[src/rtl/ram_arb_pkg.sv]
// ram_arb_pkg: client index type, read-return pipeline entry and one-hot/index helpers
package ram_arb_pkg;
    localparam int CLIENTS = 4;
    localparam int IDX_W = $clog2(CLIENTS);
    typedef logic [IDX_W-1:0] idx_t;
    typedef struct packed {
        logic valid;
        idx_t idx;
    } pipe_t;
    function automatic logic [CLIENTS-1:0] idx_to_onehot(input idx_t i);
        idx_to_onehot = '0;
        idx_to_onehot[i] = 1'b1;
    endfunction
    function automatic idx_t onehot_to_idx(input logic [CLIENTS-1:0] oh);
        onehot_to_idx = '0;
        for (int k = 0; k < CLIENTS; k++)
            onehot_to_idx |= oh[k] ? idx_t'(k) : '0;
    endfunction
endpackage

[src/rtl/ram_arb_rr_pick.sv]
// ram_arb_rr_pick: combinational round-robin winner search upward from ptr
module ram_arb_rr_pick
    import ram_arb_pkg::*;
#(
    parameter int N = CLIENTS
)(
    input  logic [N-1:0] elig,
    input  idx_t         ptr,
    output logic [N-1:0] win_oh,
    output idx_t         win_idx
);
    idx_t c;
    always_comb begin
        win_idx = '0;
        c = '0;
        // descending scan so the candidate nearest the pointer is the last one written
        for (int i = N - 1; i >= 0; i--) begin
            c = idx_t'((int'(ptr) + i) % N);
            if (elig[c]) win_idx = c;
        end
        win_oh = |elig ? idx_to_onehot(win_idx) : '0;
    end
endmodule

[src/rtl/ram_arbiter.sv]
// ram_arbiter: round-robin single-port RAM sharing with routed read return; bus locking when RAM_ARB_LOCK_EN is defined
module ram_arbiter
    import ram_arb_pkg::*;
#(
    parameter int DATA_WIDTH   = 8,
    parameter int ADDR_WIDTH   = 8,
    parameter int NUM_CLIENTS  = CLIENTS,
    parameter int READ_LATENCY = 1
)(
    input  logic                              clk,
    input  logic                              reset,
    input  logic [NUM_CLIENTS-1:0]            req,
    input  logic [NUM_CLIENTS-1:0]            we,
    input  logic [NUM_CLIENTS*ADDR_WIDTH-1:0] addr,
    input  logic [NUM_CLIENTS*DATA_WIDTH-1:0] wdata,
    input  logic [NUM_CLIENTS-1:0]            lock,
    output logic [NUM_CLIENTS-1:0]            grant,
    output logic [NUM_CLIENTS-1:0]            rvalid,
    output logic [DATA_WIDTH-1:0]             rdata,
    input  logic [DATA_WIDTH-1:0]             ram_out,
    output logic [ADDR_WIDTH-1:0]             ram_address,
    output logic [DATA_WIDTH-1:0]             ram_in,
    output logic                              ram_write_enable
);
    idx_t p, win_idx;
    logic [NUM_CLIENTS-1:0] elig, win_oh;
    pipe_t issue;
    pipe_t pipe [READ_LATENCY];

`ifdef RAM_ARB_LOCK_EN
    logic owned;
    idx_t owner;
    always_comb elig = req & ~grant & ((owned && lock[owner]) ? idx_to_onehot(owner) : '1);
    always_ff @(posedge clk or posedge reset) begin
        if (reset) begin
            owned <= 1'b0;
            owner <= '0;
        end else if (|win_oh && lock[win_idx]) begin
            owned <= 1'b1;
            owner <= win_idx;
        end else if (!lock[owner]) begin
            owned <= 1'b0;
        end
    end
`else
    logic unused_lock;
    assign unused_lock = ^lock;
    always_comb elig = req & ~grant;
`endif

    ram_arb_rr_pick #(.N(NUM_CLIENTS)) u_pick (
        .elig    (elig),
        .ptr     (p),
        .win_oh  (win_oh),
        .win_idx (win_idx)
    );

    // the read enters the return pipeline as the RAM samples its address
    always_comb issue = '{valid: |grant & ~ram_write_enable, idx: onehot_to_idx(grant)};

    always_ff @(posedge clk or posedge reset) begin
        if (reset) begin
            grant            <= '0;
            rvalid           <= '0;
            rdata            <= '0;
            ram_address      <= '0;
            ram_in           <= '0;
            ram_write_enable <= 1'b0;
            p                <= '0;
            pipe             <= '{default: '0};
        end else begin
            grant            <= win_oh;
            ram_write_enable <= |win_oh & we[win_idx];
            if (|win_oh) begin
                ram_address <= addr[win_idx*ADDR_WIDTH +: ADDR_WIDTH];
                ram_in      <= wdata[win_idx*DATA_WIDTH +: DATA_WIDTH];
                p           <= (win_idx == idx_t'(NUM_CLIENTS - 1)) ? '0 : win_idx + 1'b1;
            end
            pipe[0] <= issue;
            for (int i = 1; i < READ_LATENCY; i++)
                pipe[i] <= pipe[i-1];
            rvalid <= pipe[READ_LATENCY-1].valid ? idx_to_onehot(pipe[READ_LATENCY-1].idx) : '0;
            if (pipe[READ_LATENCY-1].valid)
                rdata <= ram_out;
        end
    end
endmodule

[config.mk]
export PLATFORM = sky130hd
export DESIGN_NAME = ram_arbiter
export DESIGN_NICKNAME = d
export VERILOG_FILES = /design/src/rtl/ram_arb_pkg.sv /design/src/rtl/ram_arb_rr_pick.sv /design/src/rtl/ram_arbiter.sv
export SDC_FILE = /design/constraint.sdc
export NUM_CORES = 1
export LEC_CHECK = 0
export BUFFER_PORTS_ARGS = -buffer_cell sky130_fd_sc_hd__buf_2
export CAP_MARGIN = 30
export CORE_MARGIN = 2
export CORE_UTILIZATION = 47
export CTS_BUF_LIST = sky130_fd_sc_hd__clkbuf_4 sky130_fd_sc_hd__clkbuf_8 sky130_fd_sc_hd__clkbuf_16
export CTS_CLUSTER_DIAMETER = 150
export DETAILED_ROUTE_END_ITERATION = 7
export PLACE_DENSITY = 0.85
export SKIP_LAST_GASP = 1
export SYNTH_ARGS = -nofsm -noshare
export SYNTH_HDL_FRONTEND = slang
export SYNTH_HIERARCHICAL = 1
export SYNTH_SLANG_ARGS = --single-unit
[constraint.sdc]
create_clock -name clk -period 5.3 [get_ports clk]
set_input_delay 1.06 -clock clk [delete_from_list [all_inputs] [get_ports clk]]
set_output_delay 1.06 -clock clk [all_outputs]
set_load 0.005 [all_outputs]
Yosys cells after proc, flatten, opt, wreduce, memory -nomap -nowiden

Index checks and enable logic that the tools add are counted.

Flip-flop bits (word level): 38
Input port bits: 86
Output and inout bits: 33
Logic and storage cells: 60

Add/sub/neg operators: 4
Magnitude comparators: 8
Equality and inequality tests: 1
Shift-type cells: 2
Mux-type cells: 24
Bitwise gates (word level): 7
Reduce and logical (&&, ||, !) cells: 5

Operators with widths:

| operator                                                                             | number |
|---|---|
| 32-bit by 6-bit variable part select with 8-bit output                               | 2 |
| 2-bit by 3-bit < comparator with 1-bit output (second input constant)                | 6 |
| 2-bit two-way mux                                                                    | 7 |
| 4-bit OR reduction                                                                   | 3 |
| 1-bit binary-select mux with 2-bit select                                            | 5 |
| 1-bit two-way mux                                                                    | 8 |
| 4-bit two-way mux                                                                    | 2 |
| 2-bit by 1-bit adder with 2-bit output (second input constant)                       | 2 |
| 2-bit adder (second input constant)                                                  | 2 |
| 4-bit bitwise AND                                                                    | 1 |
| 1-bit demux with 2-bit select                                                        | 2 |
| 2-bit by 1-bit greater-or-equal comparator with 1-bit output (second input constant) | 2 |
| 4-bit NOT                                                                            | 1 |
| 1-bit bitwise AND                                                                    | 2 |
| 2-bit == test (second input constant)                                                | 1 |
| 1-bit logical AND                                                                    | 2 |
| 1-bit by 2-bit bitwise OR with 2-bit output                                          | 1 |
| 2-bit bitwise OR                                                                     | 1 |
| 1-bit NOT                                                                            | 1 |

Longest topological paths before layout

Depth after elaboration: 15
Mapped depth: 9
Gate-level depth less buffers: 7

Modules after synthesis

Netlist, hierarchy kept.

By module, submodules not included:

| module          | instances | cells an instance | area an instance (µm²) | seq. area each (µm²) |
|---|---|---|---|---|
| ram_arbiter     | 1         | 105               | 1831.8                 | 950.9 |
| ram_arb_rr_pick | 1         | 31                | 203.9                  | 0.0 |

Least setup slack after synthesis

Ideal clock, no wire load.

Path kind: input-to-reg
From: input port req[0]
To: register ram_address[0]
Library setup time: 125 ps
Data arrival time: 2872 ps
Data required time: 5175 ps
Setup slack: 2303 ps
Stages: 9
Path buffers: 3
Cell sequence: nor2b_1 -> buf_4 -> a21boi_0 -> o22ai_1 -> a31oi_1 -> buf_6 -> buf_6 -> mux4_2 -> mux2_2

Word-level cells in the longest chain between the ends: 13
Elaborated cells between the ends (all ways): 22
Those cells by class: order compare (2); shift (1); mux (15); bitwise (1); reduce/logical (3)

RTL lines:

| what                                                                                                                                                       | RTL line              | RTL |
|---|---|---|
| from (decl)                                                                                                                                                | ram_arbiter.sv:12     | `input logic [NUM_CLIENTS-1:0] req,` |
| 4-bit bitwise AND *                                                                                                                                        | ram_arbiter.sv:48     | `always_comb elig = req & ~grant;` |
| 1-bit binary-select mux with 2-bit select                                                                                                                  | ram_arb_rr_pick.sv:19 | `if (elig[c]) win_idx = c;` |
| 1-bit two-way mux (not written as such)                                                                                                                    | ram_arb_rr_pick.sv:19 |  |
| 2-bit two-way mux (3 in a row)                                                                                                                             | ram_arb_rr_pick.sv:19 |  |
| 2-bit two-way mux *                                                                                                                                        | ram_arb_rr_pick.sv:19 |  |
| net win_idx[0]                                                                                                                                             | ram_arbiter.sv:25     | `idx_t p, win_idx;` |
| 2-bit by 3-bit < comparator with 1-bit output (not written as such) / 2-bit by 1-bit greater-or-equal comparator with 1-bit output (equally long branches) | ram_arb_pkg.sv:12     | `idx_to_onehot[i] = 1'b1;` |
| 1-bit logical AND (not written as such)                                                                                                                    | ram_arb_pkg.sv:12     |  |
| 1-bit two-way mux (not written as such)                                                                                                                    | ram_arb_pkg.sv:12     |  |
| 1-bit demux with 2-bit select                                                                                                                              | -                     |  |
| 4-bit two-way mux                                                                                                                                          | ram_arb_rr_pick.sv:21 | `win_oh = \|elig ? idx_to_onehot(win_idx) : '0;` |
| 4-bit OR reduction                                                                                                                                         | ram_arbiter.sv:74     | `if (\|win_oh) begin` |
| to (signal assigned)                                                                                                                                       | ram_arbiter.sv:75     | `ram_address <= addr[win_idx*ADDR_WIDTH +: ADDR_WIDTH];` |
| to (decl)                                                                                                                                                  | ram_arbiter.sv:21     | `output logic [ADDR_WIDTH-1:0] ram_address,` |

Mark *: on every way through the listed nets, which the timed path passes. The rest lies on a longest branch. The select of a mux whose other input is x is not followed.
A chain may end at the register's enable or synchronous reset.

Worst setup path in the final report

From: input port req[1]
To: register ram_address[3]

Word-level cells in the longest chain between the ends: 13
Elaborated cells between the ends (all ways): 22
Those cells by class: order compare (2); shift (1); mux (15); bitwise (1); reduce/logical (3)

RTL lines:

| what                                                                                                                                                       | RTL line              | RTL |
|---|---|---|
| 4-bit bitwise AND *                                                                                                                                        | ram_arbiter.sv:48     |  |
| net elig[1]                                                                                                                                                | ram_arbiter.sv:26     | `logic [NUM_CLIENTS-1:0] elig, win_oh;` |
| 1-bit binary-select mux with 2-bit select                                                                                                                  | ram_arb_rr_pick.sv:19 |  |
| 1-bit two-way mux (not written as such)                                                                                                                    | ram_arb_rr_pick.sv:19 |  |
| 2-bit two-way mux (3 in a row)                                                                                                                             | ram_arb_rr_pick.sv:19 |  |
| 2-bit two-way mux *                                                                                                                                        | ram_arb_rr_pick.sv:19 |  |
| net win_idx[0]                                                                                                                                             | ram_arbiter.sv:25     |  |
| 2-bit by 3-bit < comparator with 1-bit output (not written as such) / 2-bit by 1-bit greater-or-equal comparator with 1-bit output (equally long branches) | ram_arb_pkg.sv:12     |  |
| 1-bit logical AND (not written as such)                                                                                                                    | ram_arb_pkg.sv:12     |  |
| 1-bit two-way mux (not written as such)                                                                                                                    | ram_arb_pkg.sv:12     |  |
| 1-bit demux with 2-bit select                                                                                                                              | -                     |  |
| 4-bit two-way mux                                                                                                                                          | ram_arb_rr_pick.sv:21 |  |
| 4-bit OR reduction                                                                                                                                         | ram_arbiter.sv:74     |  |

Marked as above.

==> results_dict.tcl <==
set metrics [dict create \
    clockBufferDepth 2 \
    dpl.cell_count 293 \
    yosys.area_share.simple_pct 6.52 \
    numCtsBuffers 5 \
    netlist_area_um2 2040 \
    peakVddDrop_mv 0.275 \
    synth.area.top_cells "dfrtp_1 47%, mux2_2 14%, mux4_1 12%" \
    gp_congestion 0.827 \
    fin_skew_ns 0.00797 \
    grtUsageMet1_pct 23.0 \
    post_synth.cell_area_avg_um2 15.0 \
    period_needed_ns 3.67 \
    start_util_pct 49.8 \
    final_nets 337 \
    finalHoldViolCount 0 \
    final_cell_mix "114 x buf_2, 38 x dfrtp_1, 26 x mux2_2, 9 x mux4_1, 8 x mux4_2" \
    synth.yosys.seq_area_share_pct 46.7 \
    worst_pin_slew_ns 0.942 \
    mostFrequentLayoutCell "buf_2" \
    stdcell_count 301 \
    rsz0062_at_grt "false" \
    ys_ff_latch 38 \
    dr.pass1.iters 4 \
    cts_sinks 38 \
    setup_violations 0 \
    drv_slew 0 \
    yosys.area_share.xor_xnor_pct 0 \
    via_per_inst 5.38 \
    min_period_over_period_pct 69.3 \
    ctsRootBufferMaster "clkbuf_8" \
    run_status "completed" \
    synth.distinct_cells 32 \
    grt_pass1_wl_um 7780 \
    drcViolationCount 0 \
    port_buffers 114 \
    globalRouteMet2Util_pct 37.2 \
    antenna_found_initial 0 \
    synth-adder-area-share_pct 0.615 \
    max_clock_freq_ghz 0.272 \
    grt_max_degree 39 \
    syn_inst 136 \
    synthArstFlopShare_pct 100 \
    worstSetupPathType "in2reg" \
    dieArea_um2 4870 \
    grt-busiest-layer "met2" \
    hpwl_um 3580 \
    syn_to_final_growth_pct 33.1 \
    synth_top_family_by_area "multiplexers" \
    syn_nets 223 \
    p_per_area_nw_per_um2 559 \
    antenna_cells 0 \
    vias 1618 \
    cts_max_level 2 \
    cp-end-kind "flop" \
    power_leakage_uw 0.00135 \
    synth_edf_count 0 \
    synth_compound_area_share_pct 5.78 \
    globalRouteOverflowTotal 0 \
    post-cts-setup-buffers 0 \
    routed_wl_um 4590 \
    ioPinCount 119 \
    cts.hold.buffers_added 0 \
    fin_tns_setup_ns 0 \
    placementRows 23 \
    worst_skew_pair.late_latency_ns 0.29 \
    synthMuxAreaShare_pct 35.3 \
    cts_tree "done" \
    required_ns 5.48 \
    core_um2 4090 \
    synthDominantCellAreaShare_pct 46.7 \
    synth.largest_area_cell "dfrtp_1" \
    cp_max_fo 13 \
    cts_resized 0 \
    wl_per_cell_um 15.2 \
    synth_ff_type "dfrtp_1" \
    drt_iter0_drc 71 \
    use_met3_pct 4.94 \
    start_kind "input pin" \
    drive_above_1_share_pct 65.7 \
    rrSetupSlack_ns 2.06 \
    yosysWarnings 6 \
    die_w_um 69.8 \
    clkTransAtPathRegs_ns 0.07 \
    slew_headroom_pct 37.0 \
    crit_arrival_ns 3.85 \
    hp-class "reg2reg" \
    ant_nets 0 \
    drv_cap 0 \
    track_usage_pct 20.6 \
    grt_pass1_vias 1731 \
    die_y_um 69.8 \
]
synth_stat cells, types with 2 or more instances:
| cell | instances |
|---|---|
| dfrtp_1 | 38 |
| mux2_2 | 26 |
| mux4_1 | 9 |
| mux4_2 | 8 |
| nor2_1 | 6 |
| nor2b_1 | 6 |
| buf_6 | 5 |
| inv_1 | 5 |
| a21oi_1 | 4 |
| a21boi_0 | 2 |
| buf_4 | 2 |
| o21ai_0 | 2 |
| o21ai_1 | 2 |
| o221a_2 | 2 |
| or2_2 | 2 |
where the power goes:
part | switching (uW) | internal [uW]
combinational | 312 | 462
clock | 103 | 105
sequential | 97.6 | 435
total | 513 | 1000
area by class of cell:
class | instances | area, um2
fillers | 318 | 1380
multi-input cells | 83 | 988
flip-flops and latches | 38 | 951
repair buffers | 117 | 593
clock buffers | 6 | 82.6
well taps | 50 | 62.6
inverters | 5 | 18.8
clock inverters | 2 | 12.5
critical path, cell delays in order:
cell and delay [ns]:
buf_2 0.07, nor2b_1 0.44, a21boi_0 0.25, o22ai_1 0.13, a31oi_2 0.76, buf_4 0.34
mux4_2 0.52, mux2_2 0.27
cells by family after synthesis:
| logic type | count (synthesis) |
|---|---|
| flops | 38 |
| simple gates | 21 |
| compound gates | 17 |
| fa+ha+maj | 1 |
| mux | 44 |
| buf+inv | 15 |
layer usage:
| metal | vias up | wire [um] | share of wire [%] |
|---|---|---|---|
| met5 | - | 0 | 0 |
| met4 | 0 | 83 | 1.8 |
| met3 | 9 | 415 | 9.0 |
| met2 | 86 | 2460 | 54 |
| met1 | 776 | 1620 | 35 |
| li1 | 747 | - | - |
state kept, by name (all words and copies together), names as in the netlist:
register          count
ram_write_enable      1
p                     2
rdata                 8
pipe                  3
grant                 4
ram_address           8
rvalid                4
ram_in                8
metrics by stage:
step           power (uW)  hold slack, ns  util, %  setup WS, ns  instance area [um2]
6_report             1510           0.417     66.3          1.63                 2710
5_1_grt              1640           0.433     66.3          1.35                 2710
4_1_cts              1540           0.421     66.3          1.58                 2710
3_5_place_dp         1330           0.414     64.0          1.27                 2610
3_3_place_gp         1290           0.420     64.0          1.40                 2610
2_1_floorplan        1110           0.428        -          2.30                 2040
worst paths after layout:
check / startpoint / endpoint / depth (start not counted)
setup / recovery: req[1] / ram_address[3] / 8
hold reg to reg: ram_write_enable / pipe[2] / 1
min in group asynchronous: reset / grant[3] / 3
setup reg to reg: grant[1] / ram_address[3] / 7
max in group asynchronous: reset / ram_in[5] / 3
hold / removal: ram_write_enable / pipe[2] / 1
Power figures use the tool's default switching activity.
